**config.mk**
```make
export PLATFORM = sky130hd
export DESIGN_NAME = mmio_uart_ctrl_flat
export DESIGN_NICKNAME = d
export VERILOG_FILES = /design/src/rtl/mmio_pkg.sv /design/src/rtl/mmio_uart_ctrl_if.sv /design/src/rtl/sync_fifo.sv /design/src/rtl/mmio_uart_ctrl.sv /design/src/flat_wrapper.sv
export SDC_FILE = /design/constraint.sdc
export NUM_CORES = 1
export LEC_CHECK = 0
export BUFFER_PORTS_ARGS = -buffer_cell sky130_fd_sc_hd__buf_2
export CAP_MARGIN = 20
export CORE_MARGIN = 10
export CORE_UTILIZATION = 40
export DETAILED_ROUTE_END_ITERATION = 10
export GPL_TIMING_DRIVEN = 0
export SLEW_MARGIN = 40
export SYNTH_ARGS = -nofsm -noshare
export SYNTH_HDL_FRONTEND = slang
export SYNTH_SLANG_ARGS = --single-unit
export TNS_END_PERCENT = 10
```
**constraint.sdc**
```tcl
create_clock -name clk -period 4.6 [get_ports clk]
set_input_delay 0.69 -clock clk [delete_from_list [all_inputs] [get_ports clk]]
set_output_delay 0.69 -clock clk [all_outputs]
set_load 0.01 [all_outputs]
```
**src/rtl/mmio_pkg.sv**
```systemverilog
// rtl/mmio_pkg.sv - MMIO UART controller offsets, status bits, access kinds and FIFO pointer sizing
package mmio_pkg;

    localparam logic [7:0] MMIO_STATUS = 8'h00;
    localparam logic [7:0] MMIO_RX     = 8'h04;
    localparam logic [7:0] MMIO_TX     = 8'h08;
    localparam logic [7:0] MMIO_CYC    = 8'h10;
    localparam logic [7:0] MMIO_INST   = 8'h14;
    localparam logic [7:0] MMIO_CRST   = 8'h18;

    localparam int ST_TX_NFULL  = 0;
    localparam int ST_RX_NEMPTY = 1;
    localparam int ST_TX_OVF    = 2;

    typedef enum logic [2:0] {
        ACC_NONE,
        ACC_UNMAPPED,
        ACC_STATUS,
        ACC_RX_POP,
        ACC_TX_PUSH,
        ACC_CYC,
        ACC_INST,
        ACC_CRST
    } mmio_acc_e;

    // One extra pointer bit tells full from empty when the index bits match.
    function automatic int ptr_w(input int depth);
        return $clog2(depth) + 1;
    endfunction

endpackage

```
**src/rtl/mmio_uart_ctrl_if.sv**
```systemverilog
// rtl/mmio_uart_ctrl_if.sv - CPU MMIO request/response and UART handshake bundle
interface mmio_uart_ctrl_if;
    logic        req_valid;
    logic        req_we;
    logic [31:0] req_addr;
    logic [7:0]  req_wdata;
    logic [31:0] rd_data;
    logic        rd_valid;
    logic [7:0]  uart_tx_data;
    logic        uart_tx_valid;
    logic        uart_tx_ready;
    logic [7:0]  uart_rx_data;
    logic        uart_rx_valid;
    logic        uart_rx_ready;
    logic        inst_retired;

    modport master (
        output req_valid, req_we, req_addr, req_wdata,
        input  rd_data, rd_valid,
        input  uart_tx_data, uart_tx_valid,
        output uart_tx_ready,
        output uart_rx_data, uart_rx_valid,
        input  uart_rx_ready,
        output inst_retired
    );

    modport slave (
        input  req_valid, req_we, req_addr, req_wdata,
        output rd_data, rd_valid,
        output uart_tx_data, uart_tx_valid,
        input  uart_tx_ready,
        input  uart_rx_data, uart_rx_valid,
        output uart_rx_ready,
        input  inst_retired
    );
endinterface

```
**src/rtl/sync_fifo.sv**
```systemverilog
// rtl/sync_fifo.sv - single-clock FIFO; push on full and pop on empty are ignored
module sync_fifo
    import mmio_pkg::*;
#(
    parameter int WIDTH = 8,
    parameter int DEPTH = 8
) (
    input  logic             clk,
    input  logic             rst,
    input  logic             i_push,
    input  logic [WIDTH-1:0] i_wdata,
    input  logic             i_pop,
    output logic             o_full,
    output logic             o_empty,
    output logic [WIDTH-1:0] o_head
);
    localparam int PW = ptr_w(DEPTH);
    localparam int AW = PW - 1;
    localparam logic [PW-1:0] PTR_ONE = PW'(1);

    logic [PW-1:0]    r_wptr;
    logic [PW-1:0]    r_rptr;
    logic [WIDTH-1:0] r_mem [DEPTH];
    logic             w_do_push;
    logic             w_do_pop;

    assign o_empty   = (r_wptr == r_rptr);
    assign o_full    = (r_wptr[PW-1] != r_rptr[PW-1]) && (r_wptr[AW-1:0] == r_rptr[AW-1:0]);
    assign o_head    = r_mem[r_rptr[AW-1:0]];
    assign w_do_push = i_push && !o_full;
    assign w_do_pop  = i_pop && !o_empty;

    always_ff @(posedge clk or negedge rst) begin
        if (!rst) begin
            r_wptr <= '0;
            r_rptr <= '0;
        end else begin
            if (w_do_push) r_wptr <= r_wptr + PTR_ONE;
            if (w_do_pop)  r_rptr <= r_rptr + PTR_ONE;
        end
    end

    always_ff @(posedge clk) begin
        if (w_do_push) r_mem[r_wptr[AW-1:0]] <= i_wdata;
    end

endmodule

```
**src/rtl/mmio_uart_ctrl.sv**
```systemverilog
// rtl/mmio_uart_ctrl.sv - MMIO UART controller top; MMIO_COUNTERS_EN adds cycle/instret counters
module mmio_uart_ctrl
    import mmio_pkg::*;
#(
    parameter logic [31:0] BASE_ADDR  = 32'h8000_0000,
    parameter int          FIFO_DEPTH = 8
) (
    input  logic            clk,
    input  logic            rst,
    mmio_uart_ctrl_if.slave bus
);
    mmio_acc_e   w_acc;
    logic        w_hit;
    logic        w_load;
    logic [7:0]  w_off;
    logic        w_tx_full;
    logic        w_tx_empty;
    logic        w_rx_full;
    logic        w_rx_empty;
    logic [7:0]  w_tx_head;
    logic [7:0]  w_rx_head;
    logic        w_tx_push;
    logic        w_tx_pop;
    logic        w_rx_push;
    logic        w_rx_pop;
    logic        w_ovf_set;
    logic        w_crst;
    logic [31:0] w_load_data;
    logic [31:0] w_cyc;
    logic [31:0] w_inst;
    logic        r_ovf;
    logic        r_rx_en;
    logic        r_rd_valid;
    logic [31:0] r_rd_data;

    assign w_hit  = bus.req_valid && (bus.req_addr[31:8] == BASE_ADDR[31:8]);
    assign w_off  = bus.req_addr[7:0];
    assign w_load = w_hit && !bus.req_we;

    always_comb begin
        w_acc = ACC_NONE;
        if (w_hit) begin
            w_acc = ACC_UNMAPPED;
            if (bus.req_we) begin
                if (w_off == MMIO_TX)        w_acc = ACC_TX_PUSH;
                else if (w_off == MMIO_CRST) w_acc = ACC_CRST;
            end else begin
                case (w_off)
                    MMIO_STATUS: w_acc = ACC_STATUS;
                    MMIO_RX:     w_acc = ACC_RX_POP;
                    MMIO_CYC:    w_acc = ACC_CYC;
                    MMIO_INST:   w_acc = ACC_INST;
                    default:     w_acc = ACC_UNMAPPED;
                endcase
            end
        end
    end

    // Full/empty come straight from the FIFO pointer registers, so every
    // accept/drop decision below sees start-of-cycle state.
    assign w_tx_push = (w_acc == ACC_TX_PUSH);
    assign w_ovf_set = w_tx_push && w_tx_full;
    assign w_tx_pop  = !w_tx_empty && bus.uart_tx_ready;
    assign w_rx_pop  = (w_acc == ACC_RX_POP);
    assign w_rx_push = bus.uart_rx_valid && bus.uart_rx_ready;
    assign w_crst    = (w_acc == ACC_CRST);

    assign bus.uart_tx_valid = !w_tx_empty;
    assign bus.uart_tx_data  = w_tx_head;
    assign bus.uart_rx_ready = r_rx_en && !w_rx_full;
    assign bus.rd_data       = r_rd_data;
    assign bus.rd_valid      = r_rd_valid;

    sync_fifo #(.WIDTH(8), .DEPTH(FIFO_DEPTH)) u_tx_fifo (
        .clk     (clk),
        .rst     (rst),
        .i_push  (w_tx_push),
        .i_wdata (bus.req_wdata),
        .i_pop   (w_tx_pop),
        .o_full  (w_tx_full),
        .o_empty (w_tx_empty),
        .o_head  (w_tx_head)
    );

    sync_fifo #(.WIDTH(8), .DEPTH(FIFO_DEPTH)) u_rx_fifo (
        .clk     (clk),
        .rst     (rst),
        .i_push  (w_rx_push),
        .i_wdata (bus.uart_rx_data),
        .i_pop   (w_rx_pop),
        .o_full  (w_rx_full),
        .o_empty (w_rx_empty),
        .o_head  (w_rx_head)
    );

`ifdef MMIO_COUNTERS_EN
    logic [31:0] r_cyc_cnt;
    logic [31:0] r_inst_cnt;

    always_ff @(posedge clk or negedge rst) begin
        if (!rst) begin
            r_cyc_cnt  <= '0;
            r_inst_cnt <= '0;
        end else if (w_crst) begin
            r_cyc_cnt  <= '0;
            r_inst_cnt <= '0;
        end else begin
            r_cyc_cnt  <= r_cyc_cnt + 32'd1;
            r_inst_cnt <= r_inst_cnt + {31'd0, bus.inst_retired};
        end
    end

    assign w_cyc  = r_cyc_cnt;
    assign w_inst = r_inst_cnt;
`else
    logic w_unused_cnt;
    assign w_unused_cnt = bus.inst_retired ^ w_crst;
    assign w_cyc        = '0;
    assign w_inst       = '0;
`endif

    always_comb begin
        w_load_data = 32'd0;
        case (w_acc)
            ACC_STATUS: begin
                w_load_data[ST_TX_NFULL]  = !w_tx_full;
                w_load_data[ST_RX_NEMPTY] = !w_rx_empty;
                w_load_data[ST_TX_OVF]    = r_ovf || w_ovf_set;
            end
            ACC_RX_POP: if (!w_rx_empty) w_load_data = {24'd0, w_rx_head};
            ACC_CYC:    w_load_data = w_cyc;
            ACC_INST:   w_load_data = w_inst;
            default:    w_load_data = 32'd0;
        endcase
    end

    // r_rx_en keeps rx_ready low through reset and raises it at the first edge after release.
    always_ff @(posedge clk or negedge rst) begin
        if (!rst) begin
            r_rx_en    <= 1'b0;
            r_ovf      <= 1'b0;
            r_rd_valid <= 1'b0;
            r_rd_data  <= 32'd0;
        end else begin
            r_rx_en    <= 1'b1;
            r_rd_valid <= w_load;
            if (w_load) r_rd_data <= w_load_data;
            if (w_ovf_set)                 r_ovf <= 1'b1;
            else if (w_acc == ACC_STATUS)  r_ovf <= 1'b0;
        end
    end

endmodule

```
**src/flat_wrapper.sv**
```systemverilog
// flat-port wrapper written by rule: the top's interface ports become plain ports
module mmio_uart_ctrl_flat import mmio_pkg::*;
#(
    parameter logic [31:0] BASE_ADDR  = 32'h8000_0000,
    parameter int          FIFO_DEPTH = 8
)
  (clk, rst, bus_req_valid, bus_req_we, bus_req_addr, bus_req_wdata, bus_rd_data, bus_rd_valid, bus_uart_tx_data, bus_uart_tx_valid, bus_uart_tx_ready, bus_uart_rx_data, bus_uart_rx_valid, bus_uart_rx_ready, bus_inst_retired);
  mmio_uart_ctrl_if bus_i ();
  input  logic clk;
  input  logic rst;
  input wire logic [$bits(bus_i.req_valid)-1:0] bus_req_valid;
  input wire logic [$bits(bus_i.req_we)-1:0] bus_req_we;
  input wire logic [$bits(bus_i.req_addr)-1:0] bus_req_addr;
  input wire logic [$bits(bus_i.req_wdata)-1:0] bus_req_wdata;
  output wire logic [$bits(bus_i.rd_data)-1:0] bus_rd_data;
  output wire logic [$bits(bus_i.rd_valid)-1:0] bus_rd_valid;
  output wire logic [$bits(bus_i.uart_tx_data)-1:0] bus_uart_tx_data;
  output wire logic [$bits(bus_i.uart_tx_valid)-1:0] bus_uart_tx_valid;
  input wire logic [$bits(bus_i.uart_tx_ready)-1:0] bus_uart_tx_ready;
  input wire logic [$bits(bus_i.uart_rx_data)-1:0] bus_uart_rx_data;
  input wire logic [$bits(bus_i.uart_rx_valid)-1:0] bus_uart_rx_valid;
  output wire logic [$bits(bus_i.uart_rx_ready)-1:0] bus_uart_rx_ready;
  input wire logic [$bits(bus_i.inst_retired)-1:0] bus_inst_retired;
  assign bus_i.req_valid = bus_req_valid;
  assign bus_i.req_we = bus_req_we;
  assign bus_i.req_addr = bus_req_addr;
  assign bus_i.req_wdata = bus_req_wdata;
  assign bus_rd_data = bus_i.rd_data;
  assign bus_rd_valid = bus_i.rd_valid;
  assign bus_uart_tx_data = bus_i.uart_tx_data;
  assign bus_uart_tx_valid = bus_i.uart_tx_valid;
  assign bus_i.uart_tx_ready = bus_uart_tx_ready;
  assign bus_i.uart_rx_data = bus_uart_rx_data;
  assign bus_i.uart_rx_valid = bus_uart_rx_valid;
  assign bus_uart_rx_ready = bus_i.uart_rx_ready;
  assign bus_i.inst_retired = bus_inst_retired;
  mmio_uart_ctrl #(.BASE_ADDR(BASE_ADDR), .FIFO_DEPTH(FIFO_DEPTH)) u_core (.clk(clk), .rst(rst), .bus(bus_i));
endmodule
```
==> results.sh <==
export IMPL_status="finished, final reports clean"
export IMPL_initial_utilization=0.4046
export IMPL_grt_total_usage=0.1276
export IMPL_maxSlewViolCount=0
export IMPL_maxCapViolations=0
export IMPL_ys_seq_elements=155
export IMPL_hpwl_mm=10.09
export IMPL_crit_arrival_ns=2.46
export IMPL_drt_iter0_drc=188
export IMPL_synth_area_per_cell_um2=17.58
export IMPL_cts_hold_buf=0
export IMPL_final_layout_size_suffix_gt1_frac=0.4144
export IMPL_rsz0062_at_grt="false"
export IMPL_syn_inst=379
export IMPL_setup_viol=0
export IMPL_port_buffers=72
export IMPL_p_int_mw=2.483
export IMPL_final_net_count=560
export IMPL_grt_overflow=0
export IMPL_yosys_warnings=0
export IMPL_setup_tns_ns=0
export IMPL_grt_pass1_vias=3897
export IMPL_antenna_cells=0
export IMPL_post_cts_buffers=0
export IMPL_drt_wl_total_mm=13.68
export IMPL_die_y_um=149.1
export IMPL_grt_pass1_wl_mm=21.45
export IMPL_p_leak_nw=2.961
export IMPL_syn2layout_area_growth_pct=20.66
export IMPL_cts_num_sinks=155
export IMPL_cp_max_fo=10
export IMPL_die_w_um=149.1
export IMPL_route_detailed_drc=0
export IMPL_grt_max_degree=28
export IMPL_required_ns=3.91
export IMPL_clockPowerShare=0.389
export IMPL_core_area_mm2=0.01647
export IMPL_clkSlewWorstSetupHoldPaths_ns=0.06
export IMPL_reg2reg_from="u_core.u_tx_fifo.r_rptr[1]$_DFFE_PN0P_"
export IMPL_seqPwrFrac=0.498
export IMPL_synth_area_mm2=0.006663
export IMPL_end_kind="primary output"
export IMPL_vias=3610
export IMPL_power_density_mw_per_mm2=401.1
export IMPL_power_net_switching_mw=0.7418
export IMPL_placed_area_mm2=0.007495
export IMPL_period_needed_ns=3.149
export IMPL_worstSkewPairLatency_ns=0.42
export IMPL_cts_made_buffers=17
export IMPL_rows=47
export IMPL_antenna_found_initial=0
export IMPL_ctsResizeCount=0
export IMPL_fin_crit_sh=0.6845
export IMPL_drtAntennaViolNets=0
export IMPL_rr_worst_depth=7
export IMPL_irDropWorstVdd_uv=348.8
export IMPL_r2r_end="u_core.u_tx_fifo.r_mem[1][3]$_DFFE_PP_"
export IMPL_reg2reg_slack_ns=2.04
export IMPL_combPwrFrac=0.114
export IMPL_dieArea_mm2=0.02222
export IMPL_relSlewSlack=0.4570
export IMPL_synth_cell_types=43
export IMPL_post_route_util=0.4882
export IMPL_swShare=0.2300
export IMPL_gp_congestion=0.7991
export IMPL_io_pins=98
export IMPL_wl_per_cell_um=18.63
export IMPL_cts_root_buf="clkbuf_16"
export IMPL_critPathLaunchType="register"
export IMPL_yosysSeqAreaShare=0.6783
export IMPL_vias_per_cell=4.918
export IMPL_hold_class="in -> async"
export IMPL_tightest_slew_ns=0.8101
export IMPL_dp_cells=702
export IMPL_firstDrtPassIters=4
export IMPL_cts_tree="done"
export IMPL_fmax_mhz=317.6
export IMPL_htreeDepth=4
export IMPL_clock_path_buffers=2
export IMPL_final_hold_viol_count=0
export IMPL_final_area_mm2=0.008039
export IMPL_stdcell_count=734
export IMPL_fin_skew_ns=0.006645
export IMPL_critPathKind="reg -> out"
cell usage after synthesis (all sizes together):
cell type	instances	share of area
nand3	5	0.0056
mux2	15	0.025
nand2	19	0.011
mux2i	5	0.0075
ha	4	0.0075
nor3	12	0.0090
nand4	9	0.010
inv	2	0.0011
nor2b	1	0.00094
dfrtp	27	0.10
mux4	32	0.11
and4	3	0.0043
o211ai	2	0.0023
nand4b	1	0.0013
nor2	15	0.0085
edfxtp	128	0.58
o31a	1	0.0013
nor4	11	0.016
and4bb	1	0.0019
xnor2	15	0.020
o21ai	7	0.0053
a21oi	2	0.0015
nand2b	4	0.0038
and3	1	0.00094
xor2	7	0.0092
a22oi	1	0.0011
o311a	1	0.0015
nor4b	4	0.0081
buf	39	0.042
clkbuf	1	0.00056
and2	2	0.0019
conb	2	0.0011
stage by stage:
step | hold slack (ns) | setup WS [ns] | power, mW
6_report | 0.2823 | 1.451 | 3.225
5_1_grt | 0.3107 | 1.326 | 3.355
4_1_cts | 0.2898 | 1.404 | 3.259
3_5_place_dp | 0.4697 | 1.626 | 2.006
3_3_place_gp | 0.4650 | 0.8652 | 1.973
2_1_floorplan | 0.3944 | 1.915 | 1.873
flip-flops by register name, summed over array words and instances, names as in the netlist:
name / cells
u_core.u_rx_fifo.r_wptr: 4
u_core.r_ovf: 1
u_core.bus.rd_data: 8
u_core.u_rx_fifo.r_mem: 64
u_core.u_tx_fifo.r_mem: 64
u_core.bus.rd_valid: 1
u_core.u_tx_fifo.r_rptr: 4
u_core.u_tx_fifo.r_wptr: 4
u_core.u_rx_fifo.r_rptr: 4
u_core.r_rx_en: 1
worst max path at each step:
stage,start,endpoint,cells after the start
floorplan,bus_req_addr[26],u_core.u_tx_fifo.r_mem[0][0]$_DFFE_PP_,5
global placement,bus_req_addr[5],u_core.u_tx_fifo.r_mem[0][2]$_DFFE_PP_,6
detailed placement,bus_req_addr[12],u_core.u_tx_fifo.r_mem[6][1]$_DFFE_PP_,6
CTS,u_core.u_tx_fifo.r_rptr[1]$_DFFE_PN0P_,bus_uart_tx_data[5],5
global route,u_core.u_tx_fifo.r_rptr[1]$_DFFE_PN0P_,bus_uart_tx_data[5],5
finish,u_core.u_tx_fifo.r_rptr[1]$_DFFE_PN0P_,bus_uart_tx_data[5],5
layer usage:
metal,GRT usage,routed length (µm),vias to the layer above
met5,0,0,-
met4,0.05250,223,0
met3,0.03459,603,20
met2,0.2258,7347,88
met1,0.1419,5503,1806
li1,-,-,1696
placed cells by master, fill, tap and decap left out, types with 3 or more instances in the layout:
cell / instances
nand4_1: 7
nand2b_1: 4
nand3_1: 4
nor4_2: 3
dfrtp_1: 27
nor3_1: 4
mux2_2: 15
buf_2: 85
mux4_1: 7
nor2_1: 10
clkinv_1: 3
nor4b_2: 3
ha_1: 4
clkbuf_16: 17
clkinv_2: 5
nand2_1: 19
clkinvlp_4: 3
nor4_1: 6
nor3_2: 7
mux4_2: 25
o21ai_0: 7
buf_4: 31
mux2i_1: 5
xor2_1: 7
xnor2_1: 15
conb_1: 25
nor2_2: 5
edfxtp_1: 128
power by group through the flow:
stage | clock [mW] | combinational, mW | sequential [mW]
2_1_floorplan | 0 | 0.244 | 1.63
3_5_place_dp | 0 | 0.371 | 1.63
4_1_cts | 1.28 | 0.373 | 1.61
3_3_place_gp | 0 | 0.341 | 1.63
6_report | 1.25 | 0.366 | 1.61
5_1_grt | 1.34 | 0.404 | 1.61
area by class of cell:
cell class / count / area [µm²]
Fill cell: 1390 / 8427
Multi-Input combinational cell: 205 / 2013
Clock buffer: 18 / 429.2
Inverter: 2 / 7.507
Tap cell: 220 / 275.3
Sequential cell: 155 / 4519
Buffer: 40 / 280.3
Clock inverter: 14 / 106.4
Timing Repair Buffer: 80 / 407.9
critical path, cell delays in order, from the launching register on:
cell	delay (ns)
dfrtp_1	0.34
buf_2	0.31
buf_1	0.55
mux4_2	0.41
mux2_2	0.29
buf_2	0.14
cells by family after synthesis:
| family | share of synthesized area |
|---|---|
| and+or+nand+nor | 0.08300 |
| AOI/OAI and AO/OA | 0.01296 |
| buffers and inverters | 0.04319 |
| DFF | 0.6783 |
| xor gates and xnor gates | 0.02892 |
| muxes | 0.1450 |
| other | 0.001127 |
| adders and majority gates | 0.007512 |
No activity file was read; power rests on OpenSTA's default activity.
